==> src/rtl/mem_lb_pkg.sv <==
// mem_lb_pkg: shared types, constants and helpers for the memory loopback
// controller and its skid FIFO.
//   DATA_W  - stream and RAM data width
//   ADDR_W  - RAM word-address width
//   DEPTH   - number of RAM words; addresses wrap from DEPTH-1 back to 0
//   BE_ALL  - byte enable driven on every access (full-word only)
//   state_e - controller FSM states
//   addr_inc() - word-address increment with wrap at DEPTH
package mem_lb_pkg;

  localparam int DATA_W = 32;
  localparam int ADDR_W = 13;
  localparam int DEPTH  = 6144;
  localparam logic [3:0] BE_ALL = 4'hF;

  typedef enum logic [2:0] {
    ST_IDLE,
    ST_FILL,
    ST_LASTW,
    ST_DRAIN,
    ST_DONE
  } state_e;

  // DEPTH is not a power of two, so the wrap has to be explicit.
  function automatic logic [ADDR_W-1:0] addr_inc(input logic [ADDR_W-1:0] a);
    return (a == ADDR_W'(DEPTH - 1)) ? '0 : a + 1'b1;
  endfunction

endpackage

==> src/rtl/mem_lb_skid_fifo.sv <==
// mem_lb_skid_fifo: 2-entry FIFO that absorbs RAM read data while the
// output stream is back-pressured.
//   clk, reset_n - clock, synchronous active-low reset (flushes the FIFO)
//   push, push_data - write one word (caller guarantees not full)
//   pop             - drop the head word (caller guarantees not empty)
//   head            - current head word (0 after reset)
//   count           - number of stored words, 0..2
module mem_lb_skid_fifo
  import mem_lb_pkg::*;
(
  input  logic              clk,
  input  logic              reset_n,
  input  logic              push,
  input  logic [DATA_W-1:0] push_data,
  input  logic              pop,
  output logic [DATA_W-1:0] head,
  output logic [1:0]        count
);

  logic [DATA_W-1:0] mem_q [2];
  logic              wr_ptr;
  logic              rd_ptr;

  always_ff @(posedge clk) begin
    if (!reset_n) begin
      mem_q[0] <= '0;
      mem_q[1] <= '0;
      wr_ptr   <= 1'b0;
      rd_ptr   <= 1'b0;
      count    <= '0;
    end else begin
      if (push) begin
        mem_q[wr_ptr] <= push_data;
        wr_ptr        <= ~wr_ptr;
      end
      if (pop) begin
        rd_ptr <= ~rd_ptr;
      end
      count <= count + 2'(push) - 2'(pop);
    end
  end

  assign head = mem_q[rd_ptr];

endmodule

==> src/rtl/mem_loopback_ctrl.sv <==
// mem_loopback_ctrl: Avalon-MM loopback engine in front of a single-port RAM.
// On start it writes len words from the input stream to consecutive
// (wrapping) RAM addresses beginning at base_addr, then reads them back in
// order onto the output stream.
//   control : start, base_addr, len in; busy, done, err out
//   input stream  : in_data, in_valid in; in_ready out
//   output stream : out_data, out_valid out; out_ready in
//   RAM (s1)      : mem_address, mem_chipselect, mem_write, mem_writedata,
//                   mem_byteenable, mem_clken out; mem_readdata in
//                   (read data valid one cycle after the read cycle)
// Stream handshakes: a word moves on a rising edge where valid and ready are
// both high; valid may be raised or dropped independently of ready.
module mem_loopback_ctrl
  import mem_lb_pkg::*;
(
  input  logic              clk,
  input  logic              reset_n,
  input  logic              start,
  input  logic [ADDR_W-1:0] base_addr,
  input  logic [ADDR_W-1:0] len,
  output logic              busy,
  output logic              done,
  output logic              err,
  input  logic [DATA_W-1:0] in_data,
  input  logic              in_valid,
  output logic              in_ready,
  output logic [DATA_W-1:0] out_data,
  output logic              out_valid,
  input  logic              out_ready,
  output logic [ADDR_W-1:0] mem_address,
  output logic              mem_chipselect,
  output logic              mem_write,
  output logic [DATA_W-1:0] mem_writedata,
  output logic [3:0]        mem_byteenable,
  output logic              mem_clken,
  input  logic [DATA_W-1:0] mem_readdata
);

  state_e            state;
  logic [ADDR_W-1:0] len_q;
  logic [ADDR_W-1:0] wr_addr;
  logic [ADDR_W-1:0] rd_addr;
  logic [ADDR_W-1:0] wr_cnt;
  logic [ADDR_W-1:0] rd_cnt;
  logic [ADDR_W-1:0] pop_cnt;
  logic              wr_q;       // a write is on the bus this cycle
  logic [ADDR_W-1:0] wr_addr_q;
  logic [DATA_W-1:0] wdata_q;
  logic              rd_pend;    // mem_readdata carries a word this cycle
  logic              rd_issue;
  logic              pop;
  logic [1:0]        fifo_count;
  logic [2:0]        occ;
  logic              start_ok;

  assign start_ok = (len != '0) && (len <= ADDR_W'(DEPTH)) &&
                    (base_addr < ADDR_W'(DEPTH));

  assign out_valid = (fifo_count != 2'd0);
  assign pop       = out_valid & out_ready;

  // Words that will sit in the FIFO after this edge, assuming no further
  // pops. A new read lands one cycle later, so it needs this to be <= 1.
  assign occ = 3'(fifo_count) + 3'(rd_pend) - 3'(pop);

  // Reads are decided in the same cycle they appear on the bus; this is what
  // lets a single outstanding read plus a 2-deep FIFO sustain 1 word/clk.
  assign rd_issue = (state == ST_DRAIN) && (rd_cnt < len_q) && (occ < 3'd2);

  // Writes come from registers; reads override address/chipselect.
  // Writes and reads never overlap since writes end in LASTW.
  assign mem_chipselect = wr_q | rd_issue;
  assign mem_write      = wr_q;
  assign mem_address    = rd_issue ? rd_addr : wr_addr_q;
  assign mem_writedata  = wdata_q;
  assign mem_byteenable = BE_ALL;
  assign mem_clken      = 1'b1;

  mem_lb_skid_fifo u_fifo (
    .clk       (clk),
    .reset_n   (reset_n),
    .push      (rd_pend),
    .push_data (mem_readdata),
    .pop       (pop),
    .head      (out_data),
    .count     (fifo_count)
  );

  always_ff @(posedge clk) begin
    if (!reset_n) begin
      state     <= ST_IDLE;
      busy      <= 1'b0;
      done      <= 1'b0;
      err       <= 1'b0;
      in_ready  <= 1'b0;
      len_q     <= '0;
      wr_addr   <= '0;
      rd_addr   <= '0;
      wr_cnt    <= '0;
      rd_cnt    <= '0;
      pop_cnt   <= '0;
      wr_q      <= 1'b0;
      wr_addr_q <= '0;
      wdata_q   <= '0;
      rd_pend   <= 1'b0;
    end else begin
      done    <= 1'b0;
      err     <= 1'b0;
      wr_q    <= 1'b0;
      rd_pend <= rd_issue;
      if (rd_issue) begin
        rd_addr <= addr_inc(rd_addr);
        rd_cnt  <= rd_cnt + 1'b1;
      end
      if (pop) begin
        pop_cnt <= pop_cnt + 1'b1;
      end

      case (state)
        ST_IDLE: begin
          if (start) begin
            if (start_ok) begin
              len_q    <= len;
              wr_addr  <= base_addr;
              rd_addr  <= base_addr;
              wr_cnt   <= '0;
              rd_cnt   <= '0;
              pop_cnt  <= '0;
              busy     <= 1'b1;
              in_ready <= 1'b1;
              state    <= ST_FILL;
            end else begin
              err <= 1'b1;
            end
          end
        end
        ST_FILL: begin
          if (in_valid && in_ready) begin
            wr_q      <= 1'b1;
            wr_addr_q <= wr_addr;
            wdata_q   <= in_data;
            wr_addr   <= addr_inc(wr_addr);
            wr_cnt    <= wr_cnt + 1'b1;
            if (wr_cnt == len_q - 1'b1) begin
              in_ready <= 1'b0;
              state    <= ST_LASTW;
            end
          end
        end
        ST_LASTW: begin
          state <= ST_DRAIN;
        end
        ST_DRAIN: begin
          if (pop && (pop_cnt == len_q - 1'b1)) begin
            busy  <= 1'b0;
            done  <= 1'b1;
            state <= ST_DONE;
          end
        end
        ST_DONE: begin
          state <= ST_IDLE;
        end
        default: begin
          state <= ST_IDLE;
        end
      endcase
    end
  end

endmodule
==> config.mk <==
export PLATFORM = sky130hd
export DESIGN_NAME = mem_loopback_ctrl
export DESIGN_NICKNAME = d
export VERILOG_FILES = /design/src/rtl/mem_lb_pkg.sv /design/src/rtl/mem_lb_skid_fifo.sv /design/src/rtl/mem_loopback_ctrl.sv
export SDC_FILE = /design/constraint.sdc
export NUM_CORES = 1
export LEC_CHECK = 0
export BUFFER_PORTS_ARGS = -buffer_cell sky130_fd_sc_hd__buf_2
export CAP_MARGIN = 10
export CORE_UTILIZATION = 55
export DETAILED_ROUTE_END_ITERATION = 12
export GPL_ROUTABILITY_DRIVEN = 0
export PLACE_DENSITY = 0.79
export SKIP_CTS_REPAIR_TIMING = 1
export SYNTH_ARGS = -nofsm -noshare
export SYNTH_HDL_FRONTEND = slang
export SYNTH_SLANG_ARGS = --single-unit
==> constraint.sdc <==
create_clock -name clk -period 13.6 [get_ports clk]
set_input_delay 2.72 -clock clk [delete_from_list [all_inputs] [get_ports clk]]
set_output_delay 2.72 -clock clk [all_outputs]
set_load 0.005 [all_outputs]
**Word level (Yosys, flattened, before mapping)**

Memories as Yosys holds them, arrays and structs flattened. A register that Yosys moved wholly into a read port is not among the register bits.
Cells that the tools add are included.

- Logic and storage cells: 118
- Memories: 1
- Bits in writable memories: 64
- ROM bits: 0
- Latch bits: 0
- Output and inout bits: 89
- Flip-flop bits (word level): 136

- Div/mod/pow operators: 0
- Reductions and logical operators: 21
- Muxes and demuxes: 48
- $add $sub $neg: 10
- Magnitude comparators: 4
- Bitwise logic cells: 4
- Eq/ne operators: 12
- Multiply operators: 0
- Shift operators: 0

Memories:

| name | words | bits a word | read ports | clocked after memory_dff | write ports | RTL line | source |
|---|---|---|---|---|---|---|---|
| u_fifo.mem_q | 2 | 32 | 1 | 1 | 2 | mem_lb_skid_fifo.sv:20 | `logic [DATA_W-1:0] mem_q [2];` |

Operator list:

| operator | number |
|---|---|
| $mux 13 | 21 |
| $add 13x1->13 const B | 5 |
| $pmux 13 s2 | 2 |
| $mux 32 | 1 |
| $reduce_or 32->1 | 1 |
| $eq 13x13->1 | 2 |
| $eq 13x13->1 const B | 2 |
| $mux 1 | 16 |
| $mux 3 | 5 |
| $le 13x13->1 const B | 1 |
| $lt 13x13->1 | 1 |
| $lt 13x13->1 const B | 1 |
| $reduce_bool 13->1 | 1 |
| $sub 13x1->13 const B | 1 |
| $pmux 3 s4 | 1 |
| $reduce_and 5->1 | 2 |
| $ne 2x2->1 const B | 4 |
| $reduce_and 4->1 | 2 |
| $eq 3x2->1 const B | 2 |
| $logic_and 1x1->1 | 6 |
| $reduce_and 2->1 | 3 |
| $reduce_and 3->1 | 2 |
| $reduce_bool 2->1 | 3 |
| $pmux 1 s2 | 2 |
| other kinds (11) | 12 |

**Logic depth before layout (Yosys ltp)**

Gate-level depths: netlist of the first run.

- Word-level depth: 9
- Gate-level depth with buffers: 16

**Modules after synthesis**

Synthesis of the first run repeated with hierarchy kept, for this count alone.

- Cell total of the unflattened synthesis: 1,125
- Area total of the unflattened synthesis: 10,171.0 µm²

Modules (own cells, without submodules):

| module | sequential area each (µm²) | area an instance (µm²) | cells an instance | times used |
|---|---|---|---|---|
| mem_loopback_ctrl | 2,642.5 | 7,048.0 | 897 | 1 |
| mem_lb_skid_fifo | 2,021.9 | 3,123.0 | 228 | 1 |

**Worst setup path after synthesis of the first run**

No wires, ideal clock.

- Kind: input to output
- Start: input port out_ready
- End: output port mem_address[0]
- Cell stages on the path: 15
- Data arrival time: 5.567 ns
- Path buffers: 3
- Slack: 5.313 ns
- Required time: 10.880 ns
- Path through: nand2_1 clkinv_1 ha_1 inv_1 ha_1 fa_1 nor3_1 nand4b_1 a211oi_1 o21a_1 clkbuf_1 buf_1 clkbuf_1 nand2_1 nand2_1

- Word-level cells in the longest chain between the ends: 5

RTL lines:

| element | RTL line | source |
|---|---|---|
| start, declared | mem_loopback_ctrl.sv:29 | `input logic out_ready,` |
| $and 1x1->1 | mem_loopback_ctrl.sv:60 | `assign pop = out_valid & out_ready;` |
| $sub 3x1->3 | mem_loopback_ctrl.sv:64 | `assign occ = 3'(fifo_count) + 3'(rd_pend) - 3'(pop);` |
| via occ[1] | mem_loopback_ctrl.sv:53 | `logic [2:0] occ;` |
| $lt 3x2->1 | mem_loopback_ctrl.sv:68 | `assign rd_issue = (state == ST_DRAIN) && (rd_cnt < len_q) && (occ < 3'd2);` |
| $logic_and 1x1->1 | mem_loopback_ctrl.sv:68 |  |
| $mux 13 | mem_loopback_ctrl.sv:74 | `assign mem_address = rd_issue ? rd_addr : wr_addr_q;` |
| end, declared | mem_loopback_ctrl.sv:30 | `output logic [ADDR_W-1:0] mem_address,` |

The timed path passes the listed nets, and every way through them passes these cells.

**Final worst setup path of the first run**

- Start: input port out_ready
- End: output port mem_address[3]

Same word-level chain as after synthesis.

==> flow_summary.ini, run 1 <==
[pwr]
p_clk_frac = 0.422
leakage_nw = 4.70
switchingPower_mw = 0.350
power.total_mw = 1.43
comb_power_share = 0.118
max-vdd-ir-drop_mv = 0.106
power_frac_seq = 0.460
powerDensity_nw_per_um2 = 123
internal-power_mw = 1.08
p_sw_frac = 0.246

[cts]
cts_root_buf = clkbuf_16
clk_pin_slew_worst_paths_ns = 0.06
numCtsBuffers = 23
htreeDepth = 1
clock_sinks = 201
worstSkewPairLatency_ns = 0.50
clockBufferDepth = 3
cts_tree = done

[route]
drt_wl_total_mm = 23.5
detail_route.iter0.violations = 514
drtPass1Iterations = 5
vias_per_cell = 5.62
num_vias = 8350
drc = 0
drtAntennaViolNets = 0
routedWlPerCell_um = 15.8

[timing]
setup_violations = 0
skew_ns = 0.0104
slew_viol_final = 0
rsz0062_at_grt = false
fin_ws_ns = 5.36
fin_crit_ns = 8.24
setup-tns-final_ns = 0
period_share = 0.606
max_freq_ghz = 0.121
hold_viol = 0
holdWs_ns = 0.451
slew_headroom = 0.269
worst_pin_slew_ns = 1.10

[die]
initial_utilization = 0.569
num_rows = 48
dieArea_sq_um = 18600
die-height_um = 136
die_w_um = 136
io_pins = 184
core_area_sq_um = 17400

[logic_synthesis]
synth_top_area_share = 0.277
yosys-top-cells-area = dfxtp_1 28%, edfxtp_1 19%, nand2_1 7.9%
yosysUniqueCellTypes = 69
syn_area_sq_um = 9910
synth_edf_count = 64
ys_seq_elements = 201
synth_area_leader_cell = dfxtp_1
ys_seq_area_frac = 0.471
ys.flop_type = dfxtp_1
ys_warn_count = 0
syn_inst = 1097
async_flop_share = 0
avgSynthCellArea_sq_um = 9.03

[critical_path]
critical-path-top-delay-family = adder cells
worst_setup_path_start_kind = input port
path_buf_inv = 5
r2r_setup_slack_ns = 9.74
critPathMaxStageDelay_ns = 0.45
critPathRequiredTime_ns = 10.88
crit_top_cell = nand2_1
crit_chain = buf_2 > nand2_1 > clkinv_1 > ha_1 > inv_1 > ha_1 > fa_1 > nor3_1 > nand4b_1 > a211oi_1 > o21a_1 > buf_4 > nand2_1 > nand2_1 > buf_2
cp_slowest_cell = fa_1
crit_type = in2out
cp-end-kind = output pin
cp.arrival_ns = 5.52
critPathMaxFanout = 29

[cells_and_area]
syn_to_final_growth_pct = 17.3
utilization = 0.667
fin_nets = 1361
finalInstanceArea_sq_um = 11600
diodes = 0
final_layout_size_suffix_gt1_frac = 0.219
num-fill-cells = 1424
stdcell_count = 1486

[placement]
dp_cells = 1445
io_buffer_count = 178
place_ws_ns = 5.38
dpl.hpwl_mm = 16.2
place_area_sq_um = 10900

[global_routing]
grt_max_degree = 84
grt_usage = 0.251
grt_pass1_vias = 7615
antenna_found_initial = 0
grt_pass1_wl_mm = 37.3
grt_overflow_total = 0

[job]
max_cap_violations = 0

[status]
status = finished, final reports clean

[hold_path]
holdCritPathClass = reg2reg
layout make-up:
class                           instances  area (sq um)  share of cell area
Multi-Input combinational cell        808          4870               0.419
Sequential cell                       201          4660               0.401
Timing Repair Buffer                  187           958              0.0825
Clock buffer                           30           662              0.0569
Tap cell                              225           282              0.0242
Clock inverter                         11          92.6             0.00797
Inverter                               24          90.1             0.00775
cells in the mapped netlist, types with 4 or more instances:
master	instances
dfxtp_1	137
nand4_1	15
inv_1	23
clkbuf_1	40
buf_1	7
nand2_1	209
ha_1	20
and4_1	6
o211ai_1	6
a22oi_1	6
nor2_1	65
nand3_1	37
or3_1	17
a21oi_1	85
o21ai_0	23
nor3_1	17
o21ai_1	12
xor2_1	30
a211oi_1	5
buf_2	11
edfxtp_1	64
mux2_2	32
buf_4	7
nor4_1	5
nor2b_1	4
a31oi_1	5
nand2b_1	12
and3_1	22
mux2i_1	6
o31ai_1	4
and2_1	73
xnor2_1	36
metal layers:
| layer | routed length, um | track usage | vias to the layer above |
|---|---|---|---|
| met1 | 10100 | 0.339 | 3922 |
| met2 | 11100 | 0.405 | 313 |
| met3 | 1720 | 0.0466 | 41 |
| li1 | - | - | 4074 |
| met4 | 537 | 0.0784 | 0 |
| met5 | 0 | 0 | - |
state kept, by name, summed over array words and instances (netlist names), named ones only:
signal         flops
state              3
busy               1
done               1
len_q             13
pop_cnt           13
rd_addr           13
u_fifo.rd_ptr      1
rd_pend            1
wr_cnt            13
wr_addr_q         13
in_ready           1
mem_writedata     32
wr_addr           13
mem_write          1
rd_cnt            13
u_fifo.count       2
u_fifo.mem_q      64
err                1
u_fifo.wr_ptr      1
cells in the final DEF, fill, tap and decap left out, types with 4 or more instances in the layout:
| cell | n |
|---|---|
| a21oi_1 | 85 |
| xor2_1 | 30 |
| o211ai_1 | 6 |
| clkbuf_16 | 23 |
| nor2b_1 | 4 |
| mux2i_1 | 6 |
| nor4_1 | 5 |
| and3_1 | 22 |
| and4_1 | 6 |
| inv_1 | 22 |
| edfxtp_1 | 64 |
| a22oi_1 | 6 |
| o21ai_0 | 21 |
| or3_1 | 17 |
| a211oi_1 | 5 |
| nand3_1 | 37 |
| o21ai_1 | 13 |
| and2_1 | 73 |
| buf_2 | 178 |
| nor2_1 | 64 |
| clkinv_2 | 4 |
| dfxtp_1 | 137 |
| o31ai_1 | 4 |
| mux2_2 | 32 |
| nand2b_1 | 12 |
| a31oi_1 | 5 |
| nand4_1 | 15 |
| xnor2_1 | 36 |
| clkbuf_8 | 6 |
| ha_1 | 20 |
| buf_4 | 9 |
| conb_1 | 5 |
| nor3_1 | 16 |
| nand2_1 | 209 |
power groups by stage:
stage          Combinational, mW  Clock [mW]  Sequential [mW]
5_1_grt                    0.187       0.633            0.658
4_1_cts                    0.169       0.613            0.655
6_report                   0.169       0.601            0.656
3_5_place_dp               0.168           0            0.668
3_3_place_gp               0.164           0            0.667
2_1_floorplan              0.122           0            0.660
worst paths after layout:
| kind | start | end | cells past startpoint |
|---|---|---|---|
| worst min register to register | mem_writedata[6]$_SDFFE_PN0P_ | mem_writedata[6]$_SDFFE_PN0P_ | 2 |
| worst max-delay path | out_ready | mem_address[3] | 15 |
| worst max register to register | u_fifo.count[1]$_SDFF_PN0_ | rd_cnt[11]$_SDFF_PN0_ | 15 |
| worst min-delay path | mem_writedata[6]$_SDFFE_PN0P_ | mem_writedata[6]$_SDFFE_PN0P_ | 2 |
cell families after synthesis:
kind of cell / after synthesis / share of synthesized area
mux: 38 / 0.0424
buf+inv: 92 / 0.0412
other cells: 1 / 0.000378
flops: 201 / 0.471
fa+ha+maj: 21 / 0.0273
compound gates: 176 / 0.109
simple gates: 501 / 0.249
xor+xnor: 67 / 0.0606
worst reg2reg max path: cells and delay by family, from the launching register on:
kind / cells / cell delay [ns]
flip-flops: 1 / 0.33
AO/OA/AOI/OAI: 3 / 0.58
adder cells (fa/ha/maj): 3 / 0.96
buffers and inverters: 3 / 0.53
AND/OR/NAND/NOR: 6 / 1.41
(Power assumes the default switching activity.)
==> inputs of run 2 (changes only) <==
clock period = 7.7 ns   (was 13.6 ns; I/O delays follow)
==> run 2 against run 1 <==
Net effect:
- setup slack worse by 3.9 ns
- clock-buffer cell count is 2 higher
- power is 75% higher
- clock power is 73% higher
- utilization is 0.24 points lower
- critical path type unchanged
==> flow_summary.ini, run 2 (synthesis gave the netlist of run 1 again) <==
[pwr]
leakage_nw = 4.69
p_clk_frac = 0.417
max-vdd-ir-drop_mv = 0.198
comb_power_share = 0.119
p_sw_frac = 0.243
internal-power_mw = 1.89
power_frac_seq = 0.464
switchingPower_mw = 0.606
powerDensity_nw_per_um2 = 215

[cells_and_area]
seq_area_sq_um = 4660
final_cell_mix = 209 x nand2_1, 178 x buf_2, 137 x dfxtp_1, 85 x a21oi_1, 73 x and2_1
final_common_cell = nand2_1
syn_to_final_growth_pct = 16.9
multi_input_area_sq_um = 4870
regMostFlops = u_fifo.mem_q
fin_nets = 1360
num-fill-cells = 1412
final_layout_size_suffix_gt1_frac = 0.215
finalInstanceArea_sq_um = 11600
largest_reg_flops = 64
diodes = 0

[timing]
rsz0062_at_grt = false
setup_violations = 0
fin_crit_ns = 6.20
slew_viol_final = 0
hold_viol = 0
worst_pin_slew_ns = 1.10
skew_ns = 0.0134
max_freq_ghz = 0.161
slew_headroom = 0.269
period_share = 0.805
setup-tns-final_ns = 0

[die]
io_pins = 184
dieArea_sq_um = 18600
die_w_um = 136
num_rows = 48
core_area_sq_um = 17400
initial_utilization = 0.569
die-height_um = 136

[route]
drtPass1Iterations = 5
routedWlPerCell_um = 15.9
vias_per_cell = 5.58
drtAntennaViolNets = 0
num_vias = 8282
detail_route.iter0.violations = 471
drc = 0
drt_wl_total_mm = 23.5

[critical_path]
cp.arrival_ns = 4.66
cp.depth = 15
rr_startpoint = u_fifo.count[1]$_SDFF_PN0_
critPathRequiredTime_ns = 6.16
crit_top_cell = nand2_1
crit_chain = buf_2 > nand2_1 > clkinv_1 > ha_1 > inv_1 > ha_1 > fa_1 > nor3_1 > nand4b_1 > a211oi_1 > o21a_1 > buf_4 > nand2_1 > nand2_1 > buf_2
path_buf_inv = 5
timing.rr.end = rd_cnt[11]$_SDFF_PN0_
critPathMaxStageDelay_ns = 0.48
crit_type = in2out
r2r_setup_slack_ns = 3.54
cp-end-kind = output pin
ff2ff_path_depth = 15
cp_slowest_cell = o21a_1
critical-path-top-delay-family = adder cells
critPathMaxFanout = 18
worst_setup_path_start_kind = input port

[job]
max_cap_violations = 0

[cts]
cts_tree = done
cts_root_buf = clkbuf_16
htreeDepth = 1
clockBufferDepth = 3
numCtsBuffers = 22
clock_sinks = 201
clk_pin_slew_worst_paths_ns = 0.05
worstSkewPairLatency_ns = 0.50

[global_routing]
grt_usage = 0.249
antenna_found_initial = 0
grt_pass1_wl_mm = 37.1
grt_max_degree = 84
grt_overflow_total = 0
grt_pass1_vias = 7658

[hold_path]
holdCritPathClass = reg2reg
whs_path_depth = 2
hold-path-endpoint = mem_writedata[12]$_SDFFE_PN0P_
min_from = mem_writedata[12]$_SDFFE_PN0P_

[placement]
io_buffer_count = 178
place_area_sq_um = 10900
dpl.hpwl_mm = 16.2

[status]
status = finished, final reports clean
==> run 2: cell count changes in the layout (fill, tap and decap cells not counted) <==
cell and delta:
clkbuf_1 +5, bufinv_16 +1, clkinv_4 -1, clkbuf_8 -5
clkinv_1 -2, clkinvlp_4 -2, clkbuf_2 +2
==> run 2: how the worst max path moves through the flow <==
stage / start / end / slack (ns)
finish: out_ready / mem_address[3] / 1.50
global route: out_ready / mem_address[3] / 1.23
CTS: out_ready / mem_address[3] / 1.48
detailed placement: out_ready / mem_address[3] / 1.51
global placement: out_ready / mem_address[3] / 1.59
floorplan: out_ready / mem_address[0] / 1.77
==> run 2: power groups by stage <==
stage               combinational [mW]  clock (mW)  sequential, mW
finish                           0.298        1.04            1.16
CTS                              0.298        1.05            1.16
detailed placement               0.296           0            1.18
global placement                 0.290           0            1.18
global route                     0.329        1.10            1.16
floorplan                        0.215           0            1.17
==> run 2: worst register-to-register path: cells and delay by family, from the launching register on <==
| family | cells | cell delay [ns] |
|---|---|---|
| buffers and inverters | 3 | 0.54 |
| DFF | 1 | 0.33 |
| and+or+nand+nor | 6 | 1.35 |
| AOI/OAI and AO/OA | 3 | 0.89 |
| adders and majority gates | 3 | 0.99 |
==> run 2: metrics by stage <==
step / total power, mW / hold WS, ns / utilization / setup slack (ns) / instances
floorplan: 1.38 / 0.437 / - / 1.77 / 1101
global placement: 1.47 / 0.438 / 0.624 / 1.59 / 1445
detailed placement: 1.48 / 0.443 / 0.624 / 1.51 / 1445
CTS: 2.51 / 0.451 / 0.665 / 1.48 / 1484
global route: 2.59 / 0.473 / 0.665 / 1.23 / 1484
finish: 2.50 / 0.447 / 0.665 / 1.50 / 1484
==> run 2: layout make-up <==
| cell class | instances | area share |
|---|---|---|
| repair buffers | 187 | 0.0828 |
| multi-input cells | 808 | 0.421 |
| clock buffers | 32 | 0.0537 |
| flip-flops and latches | 201 | 0.403 |
| clock inverters | 7 | 0.00789 |
| inverters | 24 | 0.00778 |
| well taps | 225 | 0.0243 |
==> run 2: layer usage <==
metal,vias to the layer above,part of all wire,global-route usage
met2,268,0.48,0.422
met3,44,0.068,0.0485
met1,3886,0.43,0.321
li1,4084,-,-
met4,0,0.023,0.0710
met5,-,0,0
